==> config.mk <==
export PLATFORM = sky130hd
export DESIGN_NAME = dmem_responder
export DESIGN_NICKNAME = d
export VERILOG_FILES = /design/src/rtl/dmem_responder.sv
export SDC_FILE = /design/constraint.sdc
export NUM_CORES = 2
export LEC_CHECK = 0
export BUFFER_PORTS_ARGS = -buffer_cell sky130_fd_sc_hd__buf_2
export CORE_MARGIN = 2
export CORE_UTILIZATION = 50
export CTS_CLUSTER_DIAMETER = 40
export DETAILED_ROUTE_END_ITERATION = 7
export PLACE_DENSITY = 0.72
export SLEW_MARGIN = 20
export SYNTH_ARGS = -nofsm -noshare
export SYNTH_HDL_FRONTEND = slang
export SYNTH_SLANG_ARGS = --single-unit
==> constraint.sdc <==
create_clock -name clk -period 8.6 [get_ports clk]
set_input_delay 0.43 -clock clk [delete_from_list [all_inputs] [get_ports clk]]
set_output_delay 0.43 -clock clk [all_outputs]
set_load 0.02 [all_outputs]
==> src/rtl/dmem_responder.sv <==
// Data memory responder: one outstanding request, fixed WAIT_CYCLES latency, single-cycle response.
// Also watches writes to TOHOST_ADDR and keeps a sticky completion flag plus the last value written.
module dmem_responder #(
  parameter int          DEPTH_WORDS = 64,
  parameter int          WAIT_CYCLES = 2,
  parameter logic [31:0] TOHOST_ADDR = 32'h64
) (
  input  logic        clk,
  input  logic        reset,
  input  logic        i_req_valid,
  output logic        o_req_ready,
  input  logic        i_we,
  input  logic [31:0] i_addr,
  input  logic [31:0] i_wdata,
  output logic        o_rsp_valid,
  output logic [31:0] o_rdata,
  output logic        o_err,
  output logic        o_done,
  output logic [31:0] o_done_value
);

  localparam int         AW       = (DEPTH_WORDS > 1) ? $clog2(DEPTH_WORDS) : 1;
  localparam logic [3:0] CNT_LOAD = 4'(WAIT_CYCLES);

  typedef enum logic [1:0] {
    S_IDLE = 2'd0,
    S_WAIT = 2'd1,
    S_RESP = 2'd2
  } state_t;

  state_t      r_state;
  state_t      w_state_nxt;
  logic [3:0]  r_cnt;
  logic [3:0]  w_cnt_nxt;
  logic        w_accept;

  logic        r_we;
  logic [31:0] r_addr;
  logic [31:0] r_wdata;
  logic        r_done;
  logic [31:0] r_done_value;

  logic [31:0] r_mem [DEPTH_WORDS];

  logic [29:0]   w_widx;
  logic [AW-1:0] w_midx;
  logic          w_oor;
  logic          w_tohost;
  logic          w_err;
  logic          w_resp;

  assign w_widx   = r_addr[31:2];
  assign w_midx   = w_widx[AW-1:0];
  assign w_oor    = (w_widx >= 30'(DEPTH_WORDS));
  assign w_tohost = (r_addr == TOHOST_ADDR);
  // The monitor address is never a fault, even if it lies beyond the array.
  assign w_err    = (r_addr[1:0] != 2'b00) || (w_oor && !w_tohost);
  assign w_resp   = (r_state == S_RESP);

  always_ff @(posedge clk) begin
    if (reset) begin
      r_state <= S_IDLE;
      r_cnt   <= 4'd0;
    end else begin
      r_state <= w_state_nxt;
      r_cnt   <= w_cnt_nxt;
    end
  end

  always_comb begin
    w_state_nxt = r_state;
    w_cnt_nxt   = r_cnt;
    w_accept    = 1'b0;
    case (r_state)
      S_IDLE: begin
        if (i_req_valid) begin
          w_accept = 1'b1;
          if (WAIT_CYCLES == 0) begin
            w_state_nxt = S_RESP;
          end else begin
            w_state_nxt = S_WAIT;
            w_cnt_nxt   = CNT_LOAD;
          end
        end
      end
      S_WAIT: begin
        if (r_cnt != 4'd0) w_cnt_nxt = r_cnt - 4'd1;
        if (r_cnt <= 4'd1) w_state_nxt = S_RESP;
      end
      S_RESP:  w_state_nxt = S_IDLE;
      default: w_state_nxt = S_IDLE;
    endcase
  end

  always_ff @(posedge clk) begin
    if (reset) begin
      r_we         <= 1'b0;
      r_addr       <= 32'd0;
      r_wdata      <= 32'd0;
      r_done       <= 1'b0;
      r_done_value <= 32'd0;
    end else begin
      if (w_accept) begin
        r_we    <= i_we;
        r_addr  <= i_addr;
        r_wdata <= i_wdata;
      end
      if (w_resp && r_we && !w_err && w_tohost) begin
        r_done       <= 1'b1;
        r_done_value <= r_wdata;
      end
    end
  end

  // Storage is deliberately left out of reset; a reset only blocks the pending write.
  always_ff @(posedge clk) begin
    if (!reset && w_resp && r_we && !w_err && !w_oor) begin
      r_mem[w_midx] <= r_wdata;
    end
  end

  always_comb begin
    o_rdata = 32'd0;
    if (w_resp && !r_we && !w_err) begin
      o_rdata = (w_tohost && w_oor) ? r_done_value : r_mem[w_midx];
    end
  end

  assign o_req_ready  = (r_state == S_IDLE);
  assign o_rsp_valid  = w_resp;
  assign o_err        = w_resp && w_err;
  assign o_done       = r_done;
  assign o_done_value = r_done_value;

endmodule

==> out/metrics.cfg <==
[status]
outcome=complete, no violations

[floorplanning]
start_util_pct=50.4
rows=149
fp.dieW_um=412
core_region_area_um2=165000
dieHeight_um=412
io_pins=136
die_area_um2=170000

[sta]
clock-skew-final_ns=0.0278
tns_ns=0
drv_slew=0
clock.fmax_mhz=171
max-slew-margin-rel_pct=21.6
tightestPinTransition_ns=1.18
setup_violations=0
fin_crit_ns=5.86
rsz0062_at_grt=no
period_share_pct=68.1
hold_ws_ns=0.360
final-hold-violation-count=0

[synthesis]
synth_edf_count=2048
ys_seq_elements=2158
syn_area_um2=83300
synthFlopType=edfxtp_1
syn_area_per_cell_um2=21.4
synth_fp_nets=3971
yosysSeqAreaShare_pct=76.5
ys_warn_count=0
synthArstFlopShare_pct=0
synth_cell_types=78
synthCells=3901

[power]
pwr_density_cell_nw_per_um2=248
pwr-share-comb_pct=6.7
p_switching_uw=5340
clockPowerShare_pct=43.4
p_seq_share_pct=50.0
p_leak_uw=0.0304
sw_frac_of_total_pct=22.6
p_int_uw=18300
ir_drop_mv=0.197

[global_routing]
globalRouteTotalUtil_pct=27.0
grt_pass1_wl_um=321000
grt_max_degree=126
antenna_found_initial=7
busiest_layer=met2
overflow=0
grt_pass1_vias=43200
met3_usage_pct=7.77
use_met2_pct=40.9
use_met1_pct=37.6

[clock_tree]
cts_resized=0
clk_latency_ns=0.87
clock_path_buffers=3
tritoncts=done
cts.sinks=2158
numCtsBuffers=235
clock-root-buffer=clkbuf_16
clk_pin_slew_worst_paths_ns=0.06
h-tree-depth=4
cts_setup_buffers=0

[detailed_routing]
drt_first_iter_violations=7601
wirelength_um=228000
antenna_left=0
wl_per_cell_um=34.3
post-route-drc-count=0
via_count=43700
drt_pre_antenna_iters=6
vias_per_cell=6.55

[finish]
nets=4337
drive_gt1_share_pct=27.3
fillCellCount=11600
syn2layout_area_growth_pct=14.7

[setup_path]
critPathKind=flop to primary output
worstPathRequired_ns=8.17
worst_setup_path_start_kind=flop
crit_path_max_fanout=74
cp.arrival_ns=5.43
endpoint_kind=primary output

[place]
io_buffers=135
gp_congestion=0.811
dp_hpwl_um=118000

[job]
drv_cap=0

[min_path]
holdCritPathClass=primary input to flop

## state kept, by name, indices dropped and copies added (netlist names), named ones only
name / cells
r_mem: 2048
r_we: 1
r_addr: 32
o_done_value: 32
r_state: 2
r_cnt: 4
o_done: 1
r_wdata: 32
## final timing paths
check	start	to	slack [ns]	cells after the start
max	flop	o_rdata[20]	2.74	8
min	i_wdata[26]	r_wdata[26]	0.36	4
max reg2reg	r_addr[0]	r_mem[43][14]	4.33	6
min reg2reg	r_addr[27]	r_addr[27]	0.46	2
## area by class of cell
type,instances,area (µm²),share of cell area (%)
antenna,1,2.50,0.00262
multi-input combinational,1509,18300,19.2
inverter,7,28.8,0.0301
tap,2189,2740,2.87
clock buffer,284,6170,6.45
clock inverter,156,1830,1.92
sequential,2158,63800,66.8
timing repair buffer,356,2670,2.79
## stage by stage
step / cell area (µm²) / worst slack, ns / instances / power, µW / utilization, %
after global placement: 86600 / 3.68 / 6127 / 13500 / 52.4
after CTS: 95500 / 2.84 / 6659 / 23700 / 57.8
after floorplan: 83300 / 5.33 / 3901 / 13000 / -
after global routing: 95600 / 2.54 / 6659 / 24300 / 57.9
after detailed placement: 86600 / 3.75 / 6128 / 13600 / 52.4
final: 95600 / 2.74 / 6660 / 23700 / 57.9
## power by group through the flow
stage | Clock, µW | Sequential (µW) | Combinational, µW
finish | 10300 | 11800 | 1580
global route | 10800 | 11800 | 1660
CTS | 10300 | 11800 | 1550
detailed placement | 0 | 12100 | 1510
global placement | 0 | 12000 | 1480
floorplan | 0 | 12000 | 1020
## placed cells by master (no fill, tap or decap), types with 20 or more instances in the layout
master         instances
a22oi_1               69
mux4_1                60
mux4_2               426
dfxtp_1               72
clkinv_1              28
buf_4                123
nor2_1                59
mux2i_1              163
buf_2                134
a211oi_1              21
clkbuf_16            238
clkinv_2              30
a221oi_1              37
bufinv_16             31
dfxtp_2               20
o21ai_0               38
nor2_4                66
a21oi_1              103
edfxtp_1            2048
nand2_1              190
dlygate4sd3_1         91
clkbuf_1              41
inv_6                 24
## worst max-delay path, stage by stage (launching register included)
cell and delay [ns]:
dfxtp_4 0.85, buf_12 0.49, buf_4 0.56, mux2i_1 0.17, a221oi_1 0.58, a21oi_1 0.13, o21ai_0 0.83, and4b_1 0.49
buf_2 0.24
## metal layers
layer	vias up	part of all wire, %
li1	17100	-
met1	22800	37
met2	3266	46
met3	464	13
met4	8	3.9
met5	-	0.023
## timing repair
item | CTS | global route
hold buffers | 91 | 0
hold endpoints to repair | 87 | 0
endpoints found under the setup margin | 0 | 0
## synthesized netlist by cell type, types with 19 or more instances
library cell,n,share of area [%]
mux4_2,426,12
buf_2,46,0.28
a22oi_1,69,0.62
nand2_1,191,0.86
buf_6,26,0.35
nor2_1,127,0.57
mux4_1,60,1.9
clkbuf_1,67,0.30
a21oi_1,103,0.62
a211oi_1,21,0.19
nor2b_1,19,0.14
buf_4,27,0.24
a221oi_1,37,0.39
edfxtp_1,2048,74
dfxtp_1,110,2.6
o21ai_0,38,0.23
mux2i_1,163,2.0
## cell families after synthesis
kind of cell	count (synthesis)	share of synthesized area [%]
buf+inv	234	2.14
xor+xnor	3	0.0316
compound gates	386	3.27
simple gates	453	2.47
mux	665	15.6
flops	2158	76.5
fa+ha+maj	2	0.0300
Note: power is estimated with default switching activity, not from simulation.
